### config.mk
export PLATFORM = sky130hd
export DESIGN_NAME = regfile_write_arbiter
export DESIGN_NICKNAME = d
export VERILOG_FILES = /design/src/rtl/regfile_write_arbiter.sv
export SDC_FILE = /design/constraint.sdc
export NUM_CORES = 1
export LEC_CHECK = 0
export ABC_AREA = 1
export BUFFER_PORTS_ARGS = -buffer_cell sky130_fd_sc_hd__buf_4
export CAP_MARGIN = 20
export CORE_ASPECT_RATIO = 0.8
export CORE_MARGIN = 8
export CORE_UTILIZATION = 40
export CTS_BUF_LIST = sky130_fd_sc_hd__clkbuf_16
export CTS_CLUSTER_DIAMETER = 100
export DETAILED_ROUTE_END_ITERATION = 10
export PLACE_DENSITY = 0.68
export SYNTH_ARGS = -nofsm -noshare
export SYNTH_HDL_FRONTEND = slang
export SYNTH_SLANG_ARGS = --single-unit
export TNS_END_PERCENT = 50
### constraint.sdc
create_clock -name clk -period 3.08 [get_ports clk]
set_input_delay 0 -clock clk [delete_from_list [all_inputs] [get_ports clk]]
set_output_delay 0 -clock clk [all_outputs]
set_load 0.02 [all_outputs]
### src/rtl/regfile_write_arbiter.sv
// Shares the regfile write port between the execute and memory writeback queues.
// Same-register writes leave in push order; otherwise the queue heads alternate.
module regfile_write_arbiter #(
    parameter int BIT_WIDTH    = 32,
    parameter int REG_COUNT_L2 = 4,
    parameter int FIFO_DEPTH   = 2,
    parameter int PC_INDEX     = 15
) (
    input  logic                    clk,
    input  logic                    reset,
    input  logic                    ex_valid,
    output logic                    ex_ready,
    input  logic [REG_COUNT_L2-1:0] ex_addr,
    input  logic [BIT_WIDTH-1:0]    ex_value,
    input  logic                    mem_valid,
    output logic                    mem_ready,
    input  logic [REG_COUNT_L2-1:0] mem_addr,
    input  logic [BIT_WIDTH-1:0]    mem_value,
    output logic                    write_enable1,
    output logic [REG_COUNT_L2-1:0] write_addr1,
    output logic [BIT_WIDTH-1:0]    write_value1,
    output logic                    pc_write,
    input  logic [REG_COUNT_L2-1:0] hazard_addr1,
    input  logic [REG_COUNT_L2-1:0] hazard_addr2,
    output logic                    hazard1,
    output logic                    hazard2
);
    localparam int AGE_W = $clog2(2 * FIFO_DEPTH) + 1;
    localparam int PTR_W = $clog2(FIFO_DEPTH);
    localparam int CNT_W = $clog2(FIFO_DEPTH) + 1;
    localparam logic [REG_COUNT_L2-1:0] PC_ADDR = REG_COUNT_L2'(PC_INDEX);
    localparam logic [CNT_W-1:0] DEPTH_CNT = CNT_W'(FIFO_DEPTH);

    // Side 0 is execute, side 1 is memory.
    logic [REG_COUNT_L2-1:0] q_addr  [2][FIFO_DEPTH];
    logic [BIT_WIDTH-1:0]    q_value [2][FIFO_DEPTH];
    logic [AGE_W-1:0]        q_age   [2][FIFO_DEPTH];
    logic [PTR_W-1:0]        rd_ptr  [2];
    logic [PTR_W-1:0]        wr_ptr  [2];
    logic [CNT_W-1:0]        count   [2];
    logic [AGE_W-1:0]        age;
    logic                    rr_mem;
    logic                    ready_en;

    logic [1:0]              in_valid;
    logic [REG_COUNT_L2-1:0] in_addr    [2];
    logic [BIT_WIDTH-1:0]    in_value   [2];
    logic [1:0]              ready;
    logic [1:0]              push;
    logic [1:0]              head_valid;
    logic [1:0]              grant;
    logic                    contended;
    logic [REG_COUNT_L2-1:0] head_addr  [2];
    logic [BIT_WIDTH-1:0]    head_value [2];
    logic signed [AGE_W-1:0] age_diff;
    logic [PTR_W-1:0]        hz_idx;

    assign in_valid    = {mem_valid, ex_valid};
    assign in_addr[0]  = ex_addr;
    assign in_addr[1]  = mem_addr;
    assign in_value[0] = ex_value;
    assign in_value[1] = mem_value;
    assign ex_ready    = ready[0];
    assign mem_ready   = ready[1];

    always_comb begin
        ready      = '0;
        push       = '0;
        head_valid = '0;
        for (int s = 0; s < 2; s++) begin
            ready[s]      = ready_en && (count[s] < DEPTH_CNT);
            push[s]       = in_valid[s] && ready[s];
            head_valid[s] = (count[s] != '0);
            head_addr[s]  = q_addr[s][rd_ptr[s]];
            head_value[s] = q_value[s][rd_ptr[s]];
        end
    end

    // Wraparound age difference: negative means the execute head was pushed first.
    assign age_diff = q_age[0][rd_ptr[0]] - q_age[1][rd_ptr[1]];

    always_comb begin
        grant     = head_valid;
        contended = 1'b0;
        if (head_valid == 2'b11) begin
            contended = 1'b1;
            if (head_addr[0] == head_addr[1])
                grant = (age_diff < 0) ? 2'b01 : 2'b10;
            else
                grant = rr_mem ? 2'b10 : 2'b01;
        end
    end

    always_ff @(posedge clk or posedge reset) begin
        if (reset) begin
            for (int s = 0; s < 2; s++) begin
                rd_ptr[s] <= '0;
                wr_ptr[s] <= '0;
                count[s]  <= '0;
            end
            age           <= '0;
            rr_mem        <= 1'b0;
            ready_en      <= 1'b0;
            write_enable1 <= 1'b0;
            write_addr1   <= '0;
            write_value1  <= '0;
        end else begin
            ready_en <= 1'b1;
            if (|push)
                age <= age + 1'b1;
            if (contended)
                rr_mem <= grant[0];
            for (int s = 0; s < 2; s++) begin
                if (push[s])
                    wr_ptr[s] <= wr_ptr[s] + 1'b1;
                if (grant[s])
                    rd_ptr[s] <= rd_ptr[s] + 1'b1;
                count[s] <= count[s] + CNT_W'(push[s]) - CNT_W'(grant[s]);
            end
            write_enable1 <= |grant;
            if (grant[0]) begin
                write_addr1  <= head_addr[0];
                write_value1 <= head_value[0];
            end else if (grant[1]) begin
                write_addr1  <= head_addr[1];
                write_value1 <= head_value[1];
            end
        end
    end

    // Entry storage carries no reset; occupancy is tracked by the pointers and counts.
    always_ff @(posedge clk) begin
        for (int s = 0; s < 2; s++) begin
            if (push[s]) begin
                q_addr[s][wr_ptr[s]]  <= in_addr[s];
                q_value[s][wr_ptr[s]] <= in_value[s];
                q_age[s][wr_ptr[s]]   <= age;
            end
        end
    end

    assign pc_write = write_enable1 && (write_addr1 == PC_ADDR);

    always_comb begin
        hazard1 = write_enable1 && (write_addr1 == hazard_addr1);
        hazard2 = write_enable1 && (write_addr1 == hazard_addr2);
        hz_idx  = '0;
        for (int s = 0; s < 2; s++) begin
            for (int k = 0; k < FIFO_DEPTH; k++) begin
                if (CNT_W'(k) < count[s]) begin
                    hz_idx = rd_ptr[s] + PTR_W'(k);
                    if (q_addr[s][hz_idx] == hazard_addr1) hazard1 = 1'b1;
                    if (q_addr[s][hz_idx] == hazard_addr2) hazard2 = 1'b1;
                end
            end
        end
    end

    a_count_bound: assert property (@(posedge clk) disable iff (reset)
        (count[0] <= DEPTH_CNT) && (count[1] <= DEPTH_CNT));
    a_no_push_full: assert property (@(posedge clk) disable iff (reset)
        !(push[0] && count[0] == DEPTH_CNT) && !(push[1] && count[1] == DEPTH_CNT));

endmodule

Yosys cells after proc, flatten, opt, wreduce, memory -nomap -nowiden
Memory sizes are Yosys's and may differ from the RTL's.
Cells that the tools add are included.
Operators by class
  equality and inequality tests: 13
  add/subtract/negate cells: 10
  $lt $le $gt $ge: 15
  bitwise gates (word level): 6
  reduce and logical (&&, ||, !) cells: 14
  muxes and demuxes: 69
Operator list (number)
  $mux 32: 10
  $mux 64: 2
  $demux 32 s1: 2
  $mux 4: 16
  $eq 4x4->1: 11
  $mux 3: 8
  $mux 1: 19
  $mux 8: 2
  $ge 2x2->1 const B: 6
  $mux 6: 2
  $not 1->2: 6
  $logic_and 1x1->1: 9
  $demux 4 s1: 2
  $lt 1x2->1 const A: 4
  $mux 2: 4
  $demux 3 s1: 2
  $reduce_bool 2->1: 3
  $add 1x1->1 const B: 4
  $add 2x1->2: 2
  $eq 4x4->1 const B: 1
  $lt 2x1->1 const B: 2
  $lt 2x2->1 const B: 2
  $reduce_or 2->1: 2
  $sub 2x1->2: 2
  other kinds (4): 4
Storage, ports and cells
  RAM bits: 156
  flip-flop bits (word level): 50
  bits of input ports: 84
  memories: 3
  output and inout bits: 42
  word-level logic and storage cells: 142
Memories
  q_value: words 2, width 64, read ports 2, clocked after Yosys merged registers in 0, write ports 2, RTL line 36  | logic [BIT_WIDTH-1:0] q_value [2][FIFO_DEPTH];
  q_addr: words 2, width 8, read ports 2, clocked after Yosys merged registers in 0, write ports 2, RTL line 35  | logic [REG_COUNT_L2-1:0] q_addr [2][FIFO_DEPTH];
  q_age: words 2, width 6, read ports 2, clocked after Yosys merged registers in 0, write ports 2, RTL line 37  | logic [AGE_W-1:0] q_age [2][FIFO_DEPTH];

Depth between registers and ports, before layout
Gate-level depths: netlist of the first run.
  word-level depth: 13
  gate-level depth with buffers: 20
  mapped depth without buffers: 18

Worst setup path before layout of the first run
No wires, ideal clock.
  path type: flip-flop to flip-flop
  start point: register count[3] (netlist name)
  end point: memory q_addr[0][0] (netlist name) (enable)
  path buffers: 0
  arrival time: 2.637 ns
  stages on the path, launching flop included: 4
  period minus slack after synthesis: 3.072 ns
  data required time: 2.645 ns
  setup slack: 0.008 ns
  setup time: 0.435 ns
  cells stage by stage: dfrtp_1 nor2_1 nand2_1 nor2_1
RTL lines
  from (decl): RTL line 40  | logic [CNT_W-1:0] count [2];
  from (signal, indexed assignment): RTL line 118  | count[s] <= count[s] + CNT_W'(push[s]) - CNT_W'(grant[s]);
  to (decl): RTL line 35

Final worst setup path of the first run
  start point: register rd_ptr[1] (netlist name)
  end point: register count[1] (netlist name)
On the way
  word-level cells in the longest chain between the ends: 10
  elaborated cells between the ends (all ways): 14
  those cells by class: add/sub: 2; order compare: 1; eq/ne: 1; mux: 9; bitwise: 1
RTL lines
  from (decl): RTL line 38  | logic [PTR_W-1:0] rd_ptr [2];
  from (signal, indexed assignment): RTL line 117  | rd_ptr[s] <= rd_ptr[s] + 1'b1;
  $not 1->2 (not written as such) *: RTL line 74, 80
  $mux 3 (not written as such) (3 in a row): RTL line 80  | assign age_diff = q_age[0][rd_ptr[0]] - q_age[1][rd_ptr[1]];
  $sub 3x3->3: RTL line 80
  $lt 3x1->1: RTL line 88  | grant = (age_diff < 0) ? 2'b01 : 2'b10;
  $mux 2: RTL line 88
  $mux 2 *: RTL line 87  | if (head_addr[0] == head_addr[1])
  $mux 2 *: RTL line 85  | if (head_valid == 2'b11) begin
  $sub 2x1->2 *: RTL line 118
Mark *: on every way between the ends. The rest lies on a longest branch, timed or not. The select of a mux whose other input is x is not followed.
A chain may end at the register's enable or synchronous reset.

==> results of run 1 <==
-- placed cells by master (no fill, tap or decap), types with 2 or more instances in the layout --
master	n
nand3_1	52
nand2_2	10
o211ai_1	3
inv_2	6
dlygate4sd3_1	73
ha_1	6
buf_4	145
clkinvlp_4	3
nand4_1	2
o21ai_0	19
o22ai_1	4
nand2_1	338
nand3_2	5
or2_2	10
inv_1	51
o2111ai_1	3
buf_12	2
xor2_1	20
xnor2_1	6
clkinv_2	3
dfrtp_2	2
nor2_4	4
a221oi_1	2
nor2_1	34
a21oi_1	23
diode_2	2
nor4_1	2
clkbuf_16	22
mux2i_1	3
dfrtp_1	48
nor2_2	8
edfxtp_1	156
clkinv_1	5
o21ai_1	2
-- power by group through the flow --
| stage | sequential [W] | clock, W | combinational (W) |
|---|---|---|---|
| floorplan | 0.00421 | 0 | 0.00279 |
| global placement | 0.00400 | 0 | 0.00438 |
| detailed placement | 0.00400 | 0 | 0.00444 |
| CTS | 0.00396 | 0.00250 | 0.00453 |
| global route | 0.00402 | 0.00263 | 0.00504 |
| finish | 0.00396 | 0.00245 | 0.00451 |
-- state kept, by name (all words and copies together), names as in the netlist --
| register | count |
|---|---|
| q_value | 128 |
| write_value1 | 32 |
| q_addr | 16 |
| q_age | 12 |
| count | 4 |
| write_addr1 | 4 |
| age | 3 |
| rd_ptr | 2 |
| wr_ptr | 2 |
| ready_en | 1 |
| rr_mem | 1 |
| write_enable1 | 1 |
-- synth_stat cells, drive strengths merged --
library cell,instances
clkinv,1
nand2,349
o21ai,22
a221oi,2
edfxtp,156
o211ai,3
dfrtp,50
nor4,2
nor2,46
or2,11
mux2,1
xnor2,6
nor3,1
a21oi,23
buf,17
inv,51
o221ai,1
mux2i,3
nand3,58
o22ai,4
clkbuf,15
ha,6
conb,1
xor2,20
nand4,2
o2111ai,3
-- timing repair --
action,4_1_cts,5_1_grt
endpoints found under the setup margin,0,0
setup buffers,0,0
hold buffers,73,0
endpoints found under the hold margin,163,0
-- worst min-delay path, cell delays in order --
cell and delay [ns]:
buf_4 0.11, nand2_1 0.27, xor2_1 0.13
-- kinds of logic (layout without fill, tap and decap cells) --
logic type / count (synthesis) / count (layout) / synth area share, %
other cells: 1 / 3 / 0.0419
buf+inv: 84 / 312 / 4.30
simple gates: 469 / 469 / 21.9
mux: 4 / 4 / 0.461
fa+ha+maj: 6 / 6 / 0.838
xor+xnor: 26 / 26 / 2.54
compound gates: 58 / 58 / 3.67
flops: 206 / 206 / 66.2
-- metrics by stage --
step | cells | hold WS, ns | setup slack, ns | util, % | total power, W
2_1_floorplan | 854 | 0.0989 | 0.00754 | - | 0.00700
3_3_place_gp | 1275 | 0.0610 | 0.442 | 46.3 | 0.00838
3_5_place_dp | 1275 | 0.0602 | 0.409 | 46.3 | 0.00844
4_1_cts | 1388 | 0.0307 | 0.393 | 52.6 | 0.0110
5_1_grt | 1390 | 0.0487 | 0.123 | 52.7 | 0.0117
6_report | 1390 | 0.0371 | 0.389 | 52.7 | 0.0109
-- path summary, 6_finish.rpt --
| kind | slack (ns) | to | start | cells past startpoint |
|---|---|---|---|---|
| hold reg to reg | 0.50 | write_value1[0] | write_value1[0] | 2 |
| setup / recovery | 0.39 | count[1] | rd_ptr[1] | 16 |
| hold / removal | 0.04 | wr_ptr[1] | ex_valid | 3 |
| setup reg to reg | 0.39 | count[1] | rd_ptr[1] | 16 |
| min in group asynchronous | 0.08 | write_value1[5] | reset | 3 |
| max in group asynchronous | 2.11 | rd_ptr[1] | reset | 4 |
-- layer usage --
layer	global-route usage, %	part of all wire (%)	vias up
li1	-	-	3252
met1	23.5	48	3197
met2	26.1	44	232
met3	4.05	6.5	36
met4	3.81	1.8	2
met5	0	0.065	-
-- area by class of cell --
class / count / area (um^2)
clock buffers: 22 / 551
diodes: 2 / 5.00
clock inverters: 18 / 121
repair buffers: 220 / 1860
inverters: 52 / 195
fillers: 1959 / 10500
flip-flops and latches: 206 / 5940
multi-input cells: 564 / 2670
well taps: 306 / 383
==> reports/qor.csv, run 1 <==
metric;value;unit
initial antenna violation count;3;
FMAX;0.372;GHz
Num CTS Buffers;22;
number of DRC markers in iteration 0;448;
pin count of the biggest net entering global routing;38;
area leader, netlist;edfxtp_1;
YS warnings;0;
Clk network pwr share;22.4;%
Setup crit start kind;flop;
Power Dens Cells;931;nW/um^2
share of cells above drive strength 1;20.9;%
skew final;0.0191;ns
CP Max Fanout;37;
DR vias;6719;
core box area;22300;um^2
top cells by area, synth;edfxtp_1 (52%), nand2_1 (14%), dfrtp_1 (14%);
number of port buffers;125;
final setup fails;0;
internal power component;0.00660;W
number of top-level pins;126;
vias per cell;4.83;
clock tree buffer depth;3;
Final #Nets;1156;
Synth top area share;52.3;%
Yosys reg bits;206;
num rows;49;
CTS tree;yes;
sequential share of power;36.3;%
Critical Path RT;3.50;ns
WL final;23100;um
initial core utilization;40.3;%
Tmin final;2.69;ns
syn nets;944;
mean post-synth cell area;10.5;um^2
switching power;0.00431;W
Skew-Pair Late Insertion Delay;0.51;ns
Die Y;150;um
Area Overhead vs Synth;30.8;%
DR DRC count;0;
Post-Syn Area;8960;um^2
Final period util;87.4;%
drt wl/cell;16.6;um
Distinct cells, synth;40;
Worst Tran Pin Value;0.603;ns
Setup crit end kind;flop;
GRT Residual Overflow;0;
HPWL Detailed;15300;um
Max Slew Vio Count;0;
crit-path most repeated cell;nand2_1;
switching share of total power;39.5;%
Cell Area, Placed;10300;um^2
Clock Tree Root;clkbuf_16;
Cell Chain, Critical Path;buf_4 > buf_4 > nand2_1 > nand3_1 > nand2_1 > nand3_1 > nand2_1 > nand2_1 > nand3_1 > nand2_1 > inv_1 > ha_1 > inv_1 > ha_1 > xnor2_1 > xor2_1;
crit path kind;flop to flop;
CTS sink count;206;
CTS-repair resized insts;0;
crit-path max cell delay;0.35;ns
first-pass GRT wire length;36400;um
Rel. slew slack;59.4;%
cells after synthesis;854;
Max-cap violations;0;
Die X;183;um
Final Hold Fails;0;
routability cong.;0.936;
Routed Antenna Nets;0;
vias in the first global route;6710;
status;finished clean;
peak supply drop;0.489;mV
Layout Cell Area excl Fill;11700;um^2
Worst Hold Class;input pin to flop;
Crit path max-delay family;buffers and inverters;
die area;27500;um^2
Buf+Inv Stages, Crit Path;4;
Clock transition at path regs;0.06;ns
Crit-path slowest cell;dfrtp_2;
sequential-to-total area share from yosys stat;66.2;%
Pre-Repair DR Iteration Count;5;
worst path arrival time;3.11;ns
H-tree Lvls;1;
P_leak;5.12;nW
Logic pwr share;41.3;%
unrepaired setup endpoints after global routing;false;
Total GRT Usage;16.8;%
setup tns final;0;ns
No activity file was read; power rests on OpenSTA's default activity.
==> run 2, diff against run 1 <==
--- a/config.mk
+++ b/config.mk
@@ -7,14 +7,13 @@
 export LEC_CHECK = 0
 export ABC_AREA = 1
 export BUFFER_PORTS_ARGS = -buffer_cell sky130_fd_sc_hd__buf_4
-export CAP_MARGIN = 20
 export CORE_ASPECT_RATIO = 0.8
 export CORE_MARGIN = 8
-export CORE_UTILIZATION = 40
+export CORE_UTILIZATION = 35
 export CTS_BUF_LIST = sky130_fd_sc_hd__clkbuf_16
 export CTS_CLUSTER_DIAMETER = 100
 export DETAILED_ROUTE_END_ITERATION = 10
-export PLACE_DENSITY = 0.68
+export PLACE_DENSITY = 0.62
 export SYNTH_ARGS = -nofsm -noshare
 export SYNTH_HDL_FRONTEND = slang
 export SYNTH_SLANG_ARGS = --single-unit
==> run 2 against run 1 <==
Against the previous run: critical path depth increased by 2; worst setup slack improved by 0.039 ns; register-to-register slack improved by 0.04 ns; die area increased by 13%; clock power increased by 4%; largest power group unchanged.
==> reports/qor.csv, run 2 (synthesis gave the netlist of run 1 again) <==
metric;value;unit
Cell Chain, Critical Path;inv_2 > nand2_1 > nand2_1 > inv_2 > nand2_1 > nand2_1 > nand2_1 > inv_1 > nand2_2 > nand2_1 > nand3_1 > nand2_1 > inv_1 > ha_1 > inv_1 > ha_1 > xnor2_1 > xor2_1;
number of port buffers;125;
Die Y;159;um
P_leak;5.15;nW
switching share of total power;38.7;%
setup tns final;0;ns
CTS sink count;206;
Clock Tree Root;clkbuf_16;
max reg flops;128;
crit-path most repeated cell;nand2_1;
Rel. slew slack;52.3;%
Buf+Inv Stages, Crit Path;5;
Total GRT Usage;14.5;%
Routed Antenna Nets;0;
Max-cap violations;0;
crit path kind;flop to flop;
pin count of the biggest net entering global routing;37;
unrepaired setup endpoints after global routing;false;
routability cong.;0.903;
Skew-Pair Late Insertion Delay;0.50;ns
Crit-path slowest cell;dfrtp_2;
final setup fails;0;
Power Dens Cells;934;nW/um^2
skew final;0.00902;ns
commonest non-fill, non-tap cells in the layout;nand2_1 (338), edfxtp_1 (156), buf_4 (145);
Pre-Repair DR Iteration Count;5;
Overall Power;0.0110;W
number of top-level pins;126;
HP Start;ex_valid;
Area Overhead vs Synth;31.4;%
Final #Nets;1156;
switching power;0.00425;W
Die X;195;um
Num CTS Buffers;22;
path depth of the worst reg2reg path;18;
drt wl/cell;16.1;um
DR DRC count;0;
Setup crit end kind;flop;
Logic pwr share;40.5;%
sequential share of power;36.3;%
num rows;52;
FMAX;0.377;GHz
Crit path max-delay family;simple AND/OR/NAND/NOR gates;
Clk network pwr share;23.2;%
fill cell count;2309;
die area;31000;um^2
hold_buf cts;73;
WHS Endpoint;wr_ptr[1];
share of cells above drive strength 1;20.8;%
most common cell after layout, fill and taps aside;nand2_1;
vias per cell;4.71;
clock tree buffer depth;3;
status;finished clean;
Worst R2R End;count[1];
initial core utilization;35.5;%
CP Max Fanout;18;
Post-CTS Setup Repair Bufs;0;
worst r2r src;rd_ptr[0];
crit-path max cell delay;0.60;ns
Clock transition at path regs;0.06;ns
peak supply drop;0.539;mV
Setup crit start kind;flop;
Tmin final;2.65;ns
DR vias;6628;
Worst Hold Class;input pin to flop;
vias in the first global route;6577;
first-pass GRT wire length;36500;um
reg-to-reg slack, setup;0.43;ns
Max Slew Vio Count;0;
Worst Tran Pin Value;0.714;ns
worst path arrival time;3.07;ns
number of DRC markers in iteration 0;472;
Final Hold Fails;0;
GRT Residual Overflow;0;
hold path cells;3;
Final period util;86.1;%
core box area;25200;um^2
internal power component;0.00674;W
Critical Path RT;3.50;ns
CTS-repair resized insts;0;
H-tree Lvls;1;
CTS tree;yes;
HPWL Detailed;15500;um
WL final;22700;um
initial antenna violation count;4;
[run 2: cell count changes in the layout (fill, tap and decap cells not counted), sizes merged]
| cell | delta |
|---|---|
| clkbuf | +1 |
| inv | +2 |
| clkinv | -2 |
| bufinv | +1 |
| clkinvlp | -2 |
[run 2: layer usage]
| metal | vias to the layer above | global-route usage [%] | routed length (um) |
|---|---|---|---|
| li1 | 3252 | - | - |
| met1 | 3127 | 20.9 | 10900 |
| met2 | 212 | 22.2 | 9910 |
| met3 | 33 | 3.76 | 1560 |
| met4 | 4 | 2.10 | 293 |
| met5 | - | 0 | 16 |
[run 2: area by class of cell]
type	count	area (um^2)	area share [%]
sequential	206	5940	50.4
multi-input combinational	564	2670	22.7
timing repair buffer	220	1860	15.8
clock buffer	23	576	4.89
tap	324	405	3.44
inverter	52	195	1.66
clock inverter	17	124	1.05
antenna	2	5.00	0.0425
[run 2: power by group through the flow]
| stage | Clock, W | Combinational (W) | Sequential, W |
|---|---|---|---|
| floorplan | 0 | 0.00279 | 0.00421 |
| global placement | 0 | 0.00436 | 0.00403 |
| CTS | 0.00261 | 0.00452 | 0.00399 |
| global route | 0.00272 | 0.00504 | 0.00406 |
| finish | 0.00255 | 0.00445 | 0.00399 |
| detailed placement | 0 | 0.00443 | 0.00403 |
[run 2: worst min-delay path, cell delays in order]
cell     delay, ns
buf_4         0.08
nand2_1       0.19
xor2_1        0.19
[run 2: stage by stage]
stage | instance area (um^2) | hold WS (ns) | std cells | utilization (%) | worst slack, ns
after CTS | 11800 | 0.0108 | 1406 | 46.6 | 0.425
final | 11800 | 0.0209 | 1408 | 46.6 | 0.428
after global routing | 11800 | 0.0416 | 1408 | 46.6 | 0.0740
after detailed placement | 10300 | 0.181 | 1293 | 40.9 | 0.468
after floorplan | 8960 | 0.0989 | 854 | - | 0.00754
after global placement | 10300 | 0.168 | 1293 | 40.9 | 0.537
[run 2: worst max path at each step]
stage	start	slack (ns)	endpoint	cells after the start
after floorplan	count[3]	0.008	q_addr[0][0]	3
after global placement	rd_ptr[0]	0.54	count[1]	17
after detailed placement	rd_ptr[0]	0.47	count[1]	17
after CTS	rd_ptr[0]	0.42	count[1]	17
after global routing	rd_ptr[0]	0.07	count[1]	18
final	rd_ptr[0]	0.43	count[1]	18
